### src/rtl/apple_video_pkg.sv
// Shared types and constants for the Apple II video line fetcher.
// Build option: APPLE_FETCH_OVERRUN_CNT_EN (used by apple_video_line_fetch).
package apple_video_pkg;

    localparam logic [15:0] TEXT_BASE_P1     = 16'h0400;
    localparam logic [15:0] TEXT_BASE_P2     = 16'h0800;
    localparam logic [15:0] HIRES_BASE_P1    = 16'h2000;
    localparam logic [15:0] HIRES_BASE_P2    = 16'h4000;
    localparam logic [7:0]  MIXED_SPLIT_LINE = 8'd160;

    typedef enum logic [1:0] {
        IDLE  = 2'd0,
        FETCH = 2'd1,
        DRAIN = 2'd2
    } fetch_state_t;

    // Soft-switch snapshot taken when a scanline fetch is requested.
    typedef struct packed {
        logic text;
        logic mixed;
        logic page2;
        logic hires;
        logic store80;
    } line_mode_t;

endpackage

### src/rtl/apple_scanline_addr.sv
// Maps (scanline, soft-switch mode) to the 16-bit byte address of the
// first display byte of that scanline. Purely combinational.
module apple_scanline_addr
    import apple_video_pkg::*;
(
    input  logic [7:0]  line_i,
    input  line_mode_t  mode_i,
    output logic [15:0] base_o
);

    logic        use_text;
    logic        alt_page;
    logic [4:0]  row;
    logic [15:0] text_off;
    logic [15:0] hires_off;

    // Select text/lores or hires layout and page, then add the interleaved offset.
    always_comb begin
        row       = line_i[7:3];
        use_text  = mode_i.text || !mode_i.hires ||
                    (mode_i.mixed && (line_i >= MIXED_SPLIT_LINE));
        alt_page  = mode_i.page2 && !mode_i.store80;
        text_off  = {6'b0, row[2:0], 7'b0} + ({14'b0, row[4:3]} * 16'd40);
        hires_off = {3'b0, line_i[2:0], 10'b0} + {6'b0, line_i[5:3], 7'b0} +
                    ({14'b0, line_i[7:6]} * 16'd40);
        if (use_text) begin
            base_o = (alt_page ? TEXT_BASE_P2 : TEXT_BASE_P1) + text_off;
        end else begin
            base_o = (alt_page ? HIRES_BASE_P2 : HIRES_BASE_P1) + hires_off;
        end
    end

endmodule

### src/rtl/apple_video_line_fetch.sv
// Per-scanline fetch of main/aux display bytes from the SDRAM video port
// into a ping-pong line buffer read by the renderer.
// Build option: APPLE_FETCH_OVERRUN_CNT_EN builds a saturating overrun counter;
// without it overrun_count_o is tied to zero.
module apple_video_line_fetch
    import apple_video_pkg::*;
#(
    parameter int LINES = 192,
    parameter int COLS  = 40
) (
    input  logic        clk_logic,
    input  logic        system_reset_n,
    input  logic        line_start_i,
    input  logic [7:0]  line_i,
    input  logic        TEXT_MODE,
    input  logic        MIXED_MODE,
    input  logic        PAGE2,
    input  logic        HIRES_MODE,
    input  logic        STORE80,
    output logic        mem_rd_o,
    output logic [20:0] mem_addr_o,
    input  logic [31:0] mem_q_i,
    input  logic        mem_ack_i,
    input  logic [5:0]  rd_col_i,
    output logic [7:0]  rd_main_o,
    output logic [7:0]  rd_aux_o,
    output logic        front_valid_o,
    output logic        busy_o,
    output logic        overrun_o,
    output logic [15:0] overrun_count_o
);

    localparam logic [4:0] LAST_K  = 5'(COLS / 2 - 1);
    localparam logic [8:0] LINES_L = 9'(LINES);
    localparam logic [5:0] COLS_L  = 6'(COLS);

    fetch_state_t state_q;
    logic [4:0]   k_q;
    logic [14:0]  addr_q;
    logic [14:0]  base_word_q;
    logic         done_q;
    logic         sel_q;
    logic         front_valid_q;
    logic         overrun_q;
    logic         mem_rd_q;
    logic [15:0]  rd_q;

    line_mode_t   mode_in;
    logic [15:0]  new_base;
    logic         unused_base_lsb;
    logic         start_ok;
    logic         ovr_evt;
    logic         wr_en;

    // Each column holds {aux, main}; buffer index sel_q is the front buffer.
    logic [15:0]  buf_mem [0:1][0:COLS-1];

    assign mode_in = '{text: TEXT_MODE, mixed: MIXED_MODE, page2: PAGE2,
                       hires: HIRES_MODE, store80: STORE80};

    apple_scanline_addr u_scanline_addr (
        .line_i (line_i),
        .mode_i (mode_in),
        .base_o (new_base)
    );

    // Line bases are always even, so only the word part is kept.
    assign unused_base_lsb = new_base[0];

    assign start_ok = line_start_i && ({1'b0, line_i} < LINES_L);
    assign ovr_evt  = start_ok && (state_q != IDLE);
    assign wr_en    = (state_q == FETCH) && mem_ack_i && !start_ok;

    // Fetch sequencer: swap/launch, word stepping, overrun redirect and drain.
    always_ff @(posedge clk_logic or negedge system_reset_n) begin
        if (!system_reset_n) begin
            state_q       <= IDLE;
            k_q           <= '0;
            addr_q        <= '0;
            base_word_q   <= '0;
            done_q        <= 1'b0;
            sel_q         <= 1'b0;
            front_valid_q <= 1'b0;
            overrun_q     <= 1'b0;
            mem_rd_q      <= 1'b0;
        end else begin
            if (ovr_evt) begin
                overrun_q <= 1'b1;
            end
            case (state_q)
                IDLE: begin
                    if (start_ok) begin
                        if (done_q) begin
                            sel_q         <= ~sel_q;
                            front_valid_q <= 1'b1;
                            done_q        <= 1'b0;
                        end
                        base_word_q <= new_base[15:1];
                        addr_q      <= new_base[15:1];
                        k_q         <= '0;
                        mem_rd_q    <= 1'b1;
                        state_q     <= FETCH;
                    end
                end
                FETCH: begin
                    if (start_ok) begin
                        base_word_q <= new_base[15:1];
                        k_q         <= '0;
                        if (mem_ack_i) begin
                            addr_q <= new_base[15:1];
                        end else begin
                            state_q <= DRAIN;
                        end
                    end else if (mem_ack_i) begin
                        if (k_q == LAST_K) begin
                            done_q   <= 1'b1;
                            mem_rd_q <= 1'b0;
                            state_q  <= IDLE;
                        end else begin
                            k_q    <= k_q + 5'd1;
                            addr_q <= addr_q + 15'd1;
                        end
                    end
                end
                DRAIN: begin
                    if (start_ok) begin
                        base_word_q <= new_base[15:1];
                        if (mem_ack_i) begin
                            addr_q  <= new_base[15:1];
                            state_q <= FETCH;
                        end
                    end else if (mem_ack_i) begin
                        addr_q  <= base_word_q;
                        state_q <= FETCH;
                    end
                end
                default: begin
                    mem_rd_q <= 1'b0;
                    state_q  <= IDLE;
                end
            endcase
        end
    end

    // Back-buffer fill: one 32-bit word lands in two adjacent columns.
    always_ff @(posedge clk_logic) begin
        if (wr_en) begin
            buf_mem[~sel_q][{k_q, 1'b0}] <= mem_q_i[15:0];
            buf_mem[~sel_q][{k_q, 1'b1}] <= mem_q_i[31:16];
        end
    end

    // Registered renderer read from the front buffer; out-of-range columns read 0.
    always_ff @(posedge clk_logic or negedge system_reset_n) begin
        if (!system_reset_n) begin
            rd_q <= '0;
        end else if (rd_col_i < COLS_L) begin
            rd_q <= buf_mem[sel_q][rd_col_i];
        end else begin
            rd_q <= '0;
        end
    end

`ifdef APPLE_FETCH_OVERRUN_CNT_EN
    logic [15:0] ovr_cnt_q;

    // Saturating count of overrun events, cleared only by reset.
    always_ff @(posedge clk_logic or negedge system_reset_n) begin
        if (!system_reset_n) begin
            ovr_cnt_q <= '0;
        end else if (ovr_evt && (ovr_cnt_q != 16'hFFFF)) begin
            ovr_cnt_q <= ovr_cnt_q + 16'd1;
        end
    end

    assign overrun_count_o = ovr_cnt_q;
`else
    assign overrun_count_o = '0;
`endif

    assign mem_rd_o      = mem_rd_q;
    assign mem_addr_o    = {6'b0, addr_q};
    assign rd_main_o     = rd_q[7:0];
    assign rd_aux_o      = rd_q[15:8];
    assign front_valid_o = front_valid_q;
    assign busy_o        = (state_q != IDLE);
    assign overrun_o     = overrun_q;

endmodule
### config.mk
export PLATFORM = sky130hd
export DESIGN_NAME = apple_video_line_fetch
export DESIGN_NICKNAME = d
export VERILOG_FILES = /design/src/rtl/apple_video_pkg.sv /design/src/rtl/apple_scanline_addr.sv /design/src/rtl/apple_video_line_fetch.sv
export SDC_FILE = /design/constraint.sdc
export NUM_CORES = 1
export LEC_CHECK = 0
export BUFFER_PORTS_ARGS = -buffer_cell sky130_fd_sc_hd__buf_2
export CORE_AREA = 2 2 477 479
export CTS_CLUSTER_SIZE = 28
export DETAILED_ROUTE_END_ITERATION = 8
export DIE_AREA = 0 0 479 481
export MAX_ROUTING_LAYER = met4
export PLACE_DENSITY = 0.35
export SYNTH_ARGS = -nofsm -noshare
export SYNTH_HDL_FRONTEND = slang
export SYNTH_SLANG_ARGS = --single-unit
### constraint.sdc
create_clock -name clk_logic -period 5.3 [get_ports clk_logic]
set_clock_uncertainty 0.2 [all_clocks]
set_input_delay 0.53 -clock clk_logic [delete_from_list [all_inputs] [get_ports clk_logic]]
set_output_delay 0.53 -clock clk_logic [all_outputs]
set_load 0.02 [all_outputs]
== After elaboration in Yosys (flattened, before gate mapping) ==
Memory sizes are Yosys's and may differ from the RTL's.
Index checks and enable logic that the tools add are counted.
Cells by class
  $lt $le $gt $ge: 8
  bitwise operators: 645
  $mul: 1
  $add $sub $neg: 7
  reductions and logical operators: 25
  multiplexer cells: 684
  equal/unequal tests: 13
Operators with widths (number)
  640-bit 2-to-1 mux: 2
  1-bit 2-to-1 mux: 649
  1-bit OR: 640
  16-bit demux with 6-bit select: 2
  15-bit 2-to-1 mux: 8
  16-bit binary-select mux with 6-bit select: 1
  16-bit 2-to-1 mux: 6
  15-bit one-hot mux with 3 select lines: 1
  16-bit adder: 2
  7-bit greater-or-equal comparator (second input constant): 3
  6-bit NOT with 7-bit output: 3
  5-bit 2-to-1 mux: 4
  5-bit AND reduction: 4
  16-bit by 8-bit adder with 16-bit output: 1
  15-bit by 1-bit adder with 15-bit output (second input constant): 1
  13-bit by 10-bit adder with 14-bit output: 1
  7-bit by 1-bit less-than comparator with 1-bit output (second input constant): 2
  12-bit 2-to-1 mux: 1
  2-bit 2-to-1 mux: 6
  3-bit inequality test (second input constant): 4
  10-bit by 8-bit adder with 11-bit output: 1
  5-bit one-hot mux with 2 select lines: 1
  8-bit greater-or-equal comparator (second input constant): 1
  1-bit logical AND: 8
  23 further kinds: 31
Storage, ports and cells
  bits in writable memories: 1280
  logic and storage cells: 1394
  bits of input ports: 55
  memories: 1
  register bits: 58
  output and inout port bits: 57
Memories
  buf_mem: depth 2, bits a word 640, rd ports 1, clocked after Yosys merged registers in 0, wr ports 1, RTL line apple_video_line_fetch.sv:56  | logic [15:0] buf_mem [0:1][0:COLS-1];

== Logic depth before layout (Yosys ltp) ==
Gate-level depths: netlist of run 1.
  word-level depth: 8
  gate-level depth with buffers: 10
  gate-level depth less buffers: 7

== Modules after synthesis ==
Synthesis of run 1 repeated with hierarchy kept, for this count alone.
Unflattened totals
  cells, all modules: 3043
  area, all modules: 56624.3 um^2
Modules (own cells, without submodules)
  apple_video_line_fetch: instances 1, cells an instance 3021, seq. area each 39888.3 um^2, area each 56464.2 um^2
  apple_scanline_addr: instances 1, cells an instance 22, seq. area each 0.0 um^2, area each 160.2 um^2

== Least setup slack after synthesis of run 1 ==
OpenSTA, ideal clock, no wires.
  path type: register -> register
  start: register state_q[1]
  end: memory buf_mem[0][480] (netlist name), enable pin
  buffers on the path: 3
  arrival: 3.812 ns
  data required time: 4.639 ns
  library setup time: 0.461 ns
  stages on the path, launching flop included: 9
  slack: 0.827 ns
  cell sequence: dfrtp_1 inv_1 ha_1 clkbuf_1 and3_1 buf_2 nand2_1 clkbuf_1 nor3_1
On the way
  word-level cells in the longest chain between the ends: 6
  elaborated cells on any way between the ends: 7
RTL lines
  start: declaration: RTL line apple_video_line_fetch.sv:37  | fetch_state_t state_q;
  start signal: assignment: RTL line apple_video_line_fetch.sv:77  | state_q <= IDLE;
  start signal: assignment: RTL line apple_video_line_fetch.sv:102  | state_q <= FETCH;
  start signal: assignment: RTL line apple_video_line_fetch.sv:112  | state_q <= DRAIN;
  2-bit by 1-bit equality test with 1-bit output *: RTL line apple_video_line_fetch.sv:72  | assign wr_en = (state_q == FETCH) && mem_ack_i && !start_ok;
  1-bit logical AND * (2 in a row): RTL line apple_video_line_fetch.sv:72
  1-bit 2-to-1 mux *: RTL line apple_video_line_fetch.sv:147  | if (wr_en) begin
  640-bit 2-to-1 mux, on equally long branches: RTL line apple_video_line_fetch.sv:148, apple_video_line_fetch.sv:149
  1-bit OR (no line) *
  end: declaration: RTL line apple_video_line_fetch.sv:56
Every way passes the cells marked *; elsewhere a longest branch is shown, timed or not.

== Worst setup path after layout of run 1 ==
  start: register sel_q
  end: register rd_q[3]
On the way
  word-level cells in the longest chain between the ends: 5
RTL lines
  start: declaration: RTL line apple_video_line_fetch.sv:42  | logic sel_q;
  start signal: assignment: RTL line apple_video_line_fetch.sv:94  | sel_q <= ~sel_q;
  memory read 2 x 640 bit
  16-bit binary-select mux with 6-bit select: RTL line apple_video_line_fetch.sv:158  | rd_q <= buf_mem[sel_q][rd_col_i];
  16-bit 2-to-1 mux (implied by the code) (2 in a row): RTL line apple_video_line_fetch.sv:158
  16-bit 2-to-1 mux: RTL line apple_video_line_fetch.sv:157  | end else if (rd_col_i < COLS_L) begin
  end signal: assignment: RTL line apple_video_line_fetch.sv:158
  end: declaration: RTL line apple_video_line_fetch.sv:46  | logic [15:0] rd_q;
No other way between the ends. The select of a mux whose other input is x is not followed.
A chain may end at the register's enable or synchronous reset.

==> impl_metrics.yaml, run 1 <==
placement:
  place_ws_ns: 1.01
  placed_standard_cell_area_um2: 60600
  io_buffers: 89
  finalWeightedCongestion: 0.772
  place_hpwl_um: 107000
finish:
  fraction_of_final_layout_cells_sized_beyond_drive_strength_1_pct: 38.0
  num-fill-cells: 22000
  layout-area-overhead-vs-synth_pct: 16.8
  post-route-cell-area_um2: 65600
  nNetsFinal: 3071
job:
  drv.max_cap_violation_count: 0
yosys:
  postSynthAreaPerCell_um2: 19.8
  synth_most_common_cell: "sky130_fd_sc_hd__edfxtp_1"
  yosysWarnings: 0
  mappedNetlistArea_um2: 56100
  synth_top_cell_by_area: "sky130_fd_sc_hd__edfxtp_1"
  post_synth_num_cell_types: 70
  synthFlopType: "sky130_fd_sc_hd__edfxtp_1"
  synth_enable_flop_cells: 1280
  post-synth-top-area-fraction_pct: 68.5
  seq_area_frac_synth_pct: 70.9
  synth-async-reset-ratio_pct: 3.98
  postSynthCellCount: 2829
  yosys-top-cells-count: "sky130_fd_sc_hd__edfxtp_1 (1,280), sky130_fd_sc_hd__mux4_2 (346), sky130_fd_sc_hd__mux2_2 (338)"
  post_synth_main_area_contributors: "sky130_fd_sc_hd__edfxtp_1 (68%), sky130_fd_sc_hd__mux4_2 (14%), sky130_fd_sc_hd__mux2_2 (6.8%), sky130_fd_sc_hd__dfrtp_1 (2.4%), sky130_fd_sc_hd__mux2i_1 (0.98%)"
  ffs_latches_synth: 1333
timing:
  timing.setup.tns_ns: 0
  layout_setup_ws_ns: 1.21
  timing_hold_violations_final: 0
  layout_worst_path_cycle_share_pct: 77.2
  final.min_clock_period_ns: 4.09
  worstMarginPinSlew_ns: 1.21
  maxSlewViolCount: 0
  slew_headroom_pct: 19.5
  top_achievable_clock_speed_mhz: 244
  unrepaired_setup_endpoints_after_global_routing: "false"
  setup_viol: 0
detailed_routing:
  drtPass1Iterations: 7
  drc: 0
  routed_wirelength_um: 181000
  avgViaCountPerCell: 4.63
  drt.antenna.violating_nets: 0
  drt_first_iter_violations: 2148
  wl_per_cell_um: 29.4
  route.vias.total: 28500
critical_path:
  crit_slowest_cell: "sky130_fd_sc_hd__dfrtp_4"
  worstPathCellList: "buf_4, mux4_2, a22oi_1, nand2_1, a22oi_1, o211ai_1"
  worst_setup_path_start_kind: "flip-flop"
  crit_path_frequent_cell: "sky130_fd_sc_hd__a22oi_1"
  cp_data_arrival_time_ns: 4.51
  worstPathRequired_ns: 5.72
  crit_fanout: 41
  worst-setup-path-type: "flip-flop to flip-flop"
  critical_path_endpoint_category: "flip-flop"
  worst_path_largest_cell_delay_ns: 1.13
global_route:
  grt_overflow_total: 0
  maximum_number_of_pins_on_one_net_before_global_route_repair: 73
  first_pass_grt_wire_length_um: 251000
  via_count_of_the_first_global_routing_pass: 30600
  gr_util_all_layers_pct: 16.1
  grt_antenna_before_repair: 15
floorplanning:
  floorplan.initialDensity_pct: 24.9
  die-area_um2: 230000
  floorplan.core_area_um2: 226000
  pin_count: 112
  floorplan.die.height_um: 481
  die_x_um: 479
  std_cell_rows: 175
clock_tree:
  cts_num_sinks: 1333
  htree_num_levels: 4
  clk_transition_reported_paths_ns: 0.06
  max-clock-path-buffers: 3
  clk_latency_ns: 0.80
  cts_tree: "done"
  cts_resized: 0
  cts-buffers-inserted: 157
  clockRootBuffer: "sky130_fd_sc_hd__clkbuf_16"
power:
  vdd_ir_drop_max_mv: 0.289
  power_density_nw_per_um2: 367
  design_power_total_uw: 24000
  total_leakage_power_uw: 0.0204
min_path:
  hp-class: "primary input to flip-flop"
outcome:
  status: "complete, no violations"
-- power by group --
group          switching (uW)  internal, uW  leakage [uW]
combinational            1310           626       0.00584
clock                    4440          5770       0.00236
sequential                169         11700        0.0122
-- stage by stage --
stage / hold slack (ns) / util (%) / std cells
2_1_floorplan: 0.0344 / - / 2850
3_3_place_gp: 0.239 / 26.8 / 5844
3_5_place_dp: 0.240 / 26.8 / 5844
4_1_cts: 0.0410 / 29.0 / 6143
5_1_grt: 0.0779 / 29.0 / 6143
6_report: 0.103 / 29.0 / 6152
-- logic make-up after synthesis --
group | share of synthesized area [%]
buffers and inverters | 2.34
and+or+nand+nor | 2.35
xor gates and xnor gates | 0.0780
DFF | 70.9
adders and majority gates | 0.223
AOI/OAI and AO/OA | 2.40
other | 0.00668
muxes | 21.7
-- layout by cell type (no fill, tap or decap), types with 10 or more instances in the layout --
cell type | netlist | final
sky130_fd_sc_hd__ha_1 | 10 | 10
sky130_fd_sc_hd__o22ai_1 | 19 | 19
sky130_fd_sc_hd__buf_4 | 51 | 132
sky130_fd_sc_hd__buf_2 | 53 | 85
sky130_fd_sc_hd__nor2_2 | 18 | 18
sky130_fd_sc_hd__clkbuf_16 | 0 | 158
sky130_fd_sc_hd__nand2_1 | 83 | 83
sky130_fd_sc_hd__conb_1 | 1 | 22
sky130_fd_sc_hd__clkinv_1 | 1 | 42
sky130_fd_sc_hd__o21ai_0 | 47 | 47
sky130_fd_sc_hd__nor3_2 | 0 | 39
sky130_fd_sc_hd__edfxtp_1 | 1280 | 1280
sky130_fd_sc_hd__a22oi_1 | 20 | 20
sky130_fd_sc_hd__nor2_1 | 61 | 59
sky130_fd_sc_hd__nand3_1 | 19 | 19
sky130_fd_sc_hd__inv_1 | 19 | 18
sky130_fd_sc_hd__mux4_2 | 346 | 346
sky130_fd_sc_hd__o211ai_1 | 19 | 19
sky130_fd_sc_hd__mux2_2 | 338 | 338
sky130_fd_sc_hd__a21oi_1 | 21 | 21
sky130_fd_sc_hd__clkinv_2 | 0 | 25
sky130_fd_sc_hd__dfrtp_1 | 53 | 52
sky130_fd_sc_hd__mux2i_1 | 55 | 55
sky130_fd_sc_hd__a221oi_1 | 15 | 15
sky130_fd_sc_hd__clkbuf_1 | 104 | 37
sky130_fd_sc_hd__dlygate4sd3_1 | 0 | 12
-- area by class of cell --
class	instances	area (um^2)	share of cell area [%]
Antenna cell	9	22.5	0.0343
Clock buffer	199	4150	6.33
Clock inverter	88	709	1.08
Inverter	21	78.8	0.120
Multi-Input combinational cell	1254	15300	23.4
Sequential cell	1333	39800	60.7
Tap cell	3009	3760	5.74
Timing Repair Buffer	239	1730	2.63
-- sequential cells by signal, indices dropped and copies added (netlist names) --
name	flops
front_valid_o	1
buf_mem	1280
rd_q	16
base_word_q	10
sel_q	1
addr_q	15
overrun_o	1
state_q	2
mem_rd_o	1
k_q	5
done_q	1
-- final timing paths --
path	from	to	slack [ns]	depth (start not counted)
max	sel_q$_DFFE_PN0P_	rd_q[3]$_DFF_PN0_	1.21	6
min	mem_q_i[2]	buf_mem[1][18]$_DFFE_PP_	0.10	1
max reg2reg	sel_q$_DFFE_PN0P_	rd_q[3]$_DFF_PN0_	1.21	6
min reg2reg	overrun_o$_DFFE_PN0P_	overrun_o$_DFFE_PN0P_	0.25	1
max in group asynchronous	system_reset_n	sel_q$_DFFE_PN0P_	3.88	2
min in group asynchronous	system_reset_n	addr_q[8]$_DFFE_PN0P_	0.26	2
-- critical path, delay by kind of cell, from the launching register on --
family                 cells  cell delay (ns)
flip-flops                 1             1.13
buffers and inverters      1             0.52
AO/OA/AOI/OAI              3             1.28
multiplexers               1             0.57
AND/OR/NAND/NOR            1             0.08
-- metal layers --
| layer | global-route usage [%] | part of all wire, % | up-vias |
|---|---|---|---|
| li1 | - | - | 12000 |
| met1 | 20.4 | 43 | 15600 |
| met2 | 27.4 | 51 | 629 |
| met3 | 2.22 | 4.0 | 198 |
| met4 | 3.49 | 1.8 | 0 |
| met5 | - | 0 | - |
-- timing repair --
action | in CTS | in global routing
hold endpoints to repair | 73 | 0
hold buffers | 12 | 0
setup buffers | 0 | 0
No activity file was read; power rests on OpenSTA's default activity.
==> run 2, diff against run 1 <==
ABC_AREA = 1   (was default)
CORE_AREA = 2 2 491 493   (was 2 2 477 479)
DIE_AREA = 0 0 493 495   (was 0 0 479 481)
clock period = 3.9 ns   (was 5.3 ns; I/O delays follow)
==> run 2 against run 1 <==
Net effect:
- worst hold slack worse by 0.084 ns
- largest power group unchanged
- fmax is 13% higher
- the run now ends with design-rule violations left
- count of clock-buffer cells in the layout is 7 higher
- critical path type unchanged
- non-clock buffer count is 77 higher
==> impl_metrics.yaml, run 2 <==
outcome:
  status: "complete, but fails checks"
  failed_checks: "design-rule violations"
global_route:
  maximum_number_of_pins_on_one_net_before_global_route_repair: 121
  grt_overflow_total: 0
  via_count_of_the_first_global_routing_pass: 41100
  gr_util_all_layers_pct: 18.5
  first_pass_grt_wire_length_um: 315000
  grt_antenna_before_repair: 27
timing:
  maxSlewViolCount: 0
  final.min_clock_period_ns: 3.61
  slew_headroom_pct: 16.6
  worstMarginPinSlew_ns: 1.25
  layout_worst_path_cycle_share_pct: 92.5
  top_achievable_clock_speed_mhz: 277
  unrepaired_setup_endpoints_after_global_routing: "false"
  timing_hold_violations_final: 0
  layout_setup_ws_ns: 0.293
  setup_viol: 0
yosys:
  post_synth_num_cell_types: 42
  synth_most_common_cell: "sky130_fd_sc_hd__nand2_1"
  yosysWarnings: 0
  postSynthAreaPerCell_um2: 10.3
  ffs_latches_synth: 1333
  mappedNetlistArea_um2: 59500
  seq_area_frac_synth_pct: 66.8
  post-synth-top-area-fraction_pct: 64.6
  synth_top_cell_by_area: "sky130_fd_sc_hd__edfxtp_1"
  synth_enable_flop_cells: 1280
  synthFlopType: "sky130_fd_sc_hd__edfxtp_1"
  postSynthCellCount: 5793
  yosys-top-cells-count: "sky130_fd_sc_hd__nand2_1 (1,928), sky130_fd_sc_hd__edfxtp_1 (1,280), sky130_fd_sc_hd__nand3_1 (828)"
  post_synth_main_area_contributors: "sky130_fd_sc_hd__edfxtp_1 (65%), sky130_fd_sc_hd__nand2_1 (12%), sky130_fd_sc_hd__nand3_1 (7.0%), sky130_fd_sc_hd__o21ai_0 (3.9%), sky130_fd_sc_hd__inv_1 (2.5%)"
  synth-async-reset-ratio_pct: 3.98
finish:
  final_instance_count_without_filler_cells: 9171
  largest_registers: "buf_mem: 1280 flops, rd_q: 16 flops, addr_q: 15 flops"
  register_with_the_highest_flop_count: "buf_mem"
  leading_cell_type_in_the_layout_fill_and_taps_excluded: "sky130_fd_sc_hd__nand2_1"
  layout-area-overhead-vs-synth_pct: 17.1
  final_cell_mix: "sky130_fd_sc_hd__nand2_1 (1,928), sky130_fd_sc_hd__edfxtp_1 (1,280), sky130_fd_sc_hd__nand3_1 (828)"
  largest_register_ffs: 1280
  nNetsFinal: 5919
  fraction_of_final_layout_cells_sized_beyond_drive_strength_1_pct: 9.35
clock_tree:
  cts_resized: 0
  cts_tree: "done"
  max-clock-path-buffers: 3
  clk_latency_ns: 0.80
  clockRootBuffer: "sky130_fd_sc_hd__clkbuf_16"
  cts-buffers-inserted: 158
  clk_transition_reported_paths_ns: 0.06
  htree_num_levels: 4
  cts_num_sinks: 1333
floorplanning:
  die_x_um: 493
  floorplan.die.height_um: 495
  std_cell_rows: 180
  floorplan.initialDensity_pct: 24.9
  floorplan.core_area_um2: 239000
  die-area_um2: 244000
  pin_count: 112
min_path:
  holdPathStages: 1
  hp-class: "primary input to flip-flop"
placement:
  place_hpwl_um: 127000
  numPlacedInstances: 8850
  io_buffers: 89
  place_ws_ns: 0.209
  finalWeightedCongestion: 0.786
detailed_routing:
  route.vias.total: 42200
  wl_per_cell_um: 24.2
  avgViaCountPerCell: 4.60
  drt.antenna.violating_nets: 0
  drc: 12
  drtPass1Iterations: 7
  drt_first_iter_violations: 3817
  routed_wirelength_um: 222000
critical_path:
  cp_data_arrival_time_ns: 3.90
  worst-setup-path-type: "flip-flop to flip-flop"
  worst_setup_path_start_kind: "flip-flop"
  crit_slowest_cell: "sky130_fd_sc_hd__ha_1"
  worst_path_largest_cell_delay_ns: 0.70
  crit_fanout: 20
  critical_path_endpoint_category: "flip-flop"
  worstPathCellList: "ha_1, inv_1, nor2_1, nand2_1, nor2_4, buf_12"
  worstPathRequired_ns: 4.19
  worst_r2r_path_depth: 6
power:
  power_density_nw_per_um2: 574
  vdd_ir_drop_max_mv: 0.534
  total_leakage_power_uw: 0.0267
  design_power_total_uw: 40000
job:
  drv.max_cap_violation_count: 0
[run 2: worst paths after layout]
path                                       startpoint                          to  slack (ns)
hold reg to reg            base_word_q[5]$_DFFE_PN0P_  base_word_q[5]$_DFFE_PN0P_        0.29
setup reg to reg                   k_q[0]$_DFFE_PN0P_    buf_mem[0][23]$_DFFE_PP_        0.29
min in group asynchronous              system_reset_n       addr_q[7]$_DFFE_PN0P_        0.44
max in group asynchronous              system_reset_n           rd_q[8]$_DFF_PN0_        2.41
setup / recovery                   k_q[0]$_DFFE_PN0P_    buf_mem[0][23]$_DFFE_PP_        0.29
hold / removal                             mem_q_i[1]   buf_mem[0][593]$_DFFE_PP_        0.02
[run 2: cell families (layout without fill, tap and decap cells)]
kind of cell / Yosys count / in the layout / synth area share (%)
XOR/XNOR: 8 / 8 / 0.118
AO/OA/AOI/OAI: 607 / 607 / 5.57
adder cells (fa/ha/maj): 10 / 10 / 0.210
buffers and inverters: 846 / 1009 / 6.31
AND/OR/NAND/NOR: 2988 / 2988 / 21.0
flip-flops: 1333 / 1333 / 66.8
other: 1 / 31 / 0.00630
[run 2: area by class of cell]
cell class                 instances  area [um^2]
clock buffer                     206         4240
tap                             3185         3990
multi-input combinational       3635        16400
fill                           24900       169000
inverter                         410         1560
sequential                      1333        39800
antenna                            9         22.5
clock inverter                    77          627
timing repair buffer             316         3090
[run 2: per-layer routing]
layer,GRT usage [%],wire [um],vias to the layer above
met1,24.6,101000,21000
li1,-,-,19800
met3,2.47,10400,271
met4,5.36,6200,0
met5,-,0,-
met2,29.3,104000,1119
[run 2: per-stage QoR]
step                utilization (%)  TNS (ns)  area [um^2]  hold WS (ns)
finish                         29.1         0        69700        0.0185
global route                   29.1         0        69700        0.0215
CTS                            29.1         0        69700        0.0154
detailed placement             27.0         0        64500         0.267
global placement               27.0     -3.40        64500         0.252
floorplan                         -         0        59600        -0.106
[run 2: critical path, delay by kind of cell, from the launching register on]
kind / cells / cell delay, ns
AND/OR/NAND/NOR: 3 / 1.35
adder cells (fa/ha/maj): 1 / 0.70
flip-flops: 1 / 0.40
buffers and inverters: 2 / 0.63
[run 2: report_power, final]
part / switching [uW] / leakage [uW] / internal (uW)
clock network: 6100 / 0.00237 / 8270
registers: 235 / 0.0122 / 16000
logic: 6950 / 0.0122 / 2470
total: 13300 / 0.0267 / 26700
[run 2: timing repair]
action / 4_1_cts / 5_1_grt
endpoints found under the hold margin: 120 / 0
setup buffers: 0 / 0
hold buffers: 29 / 0
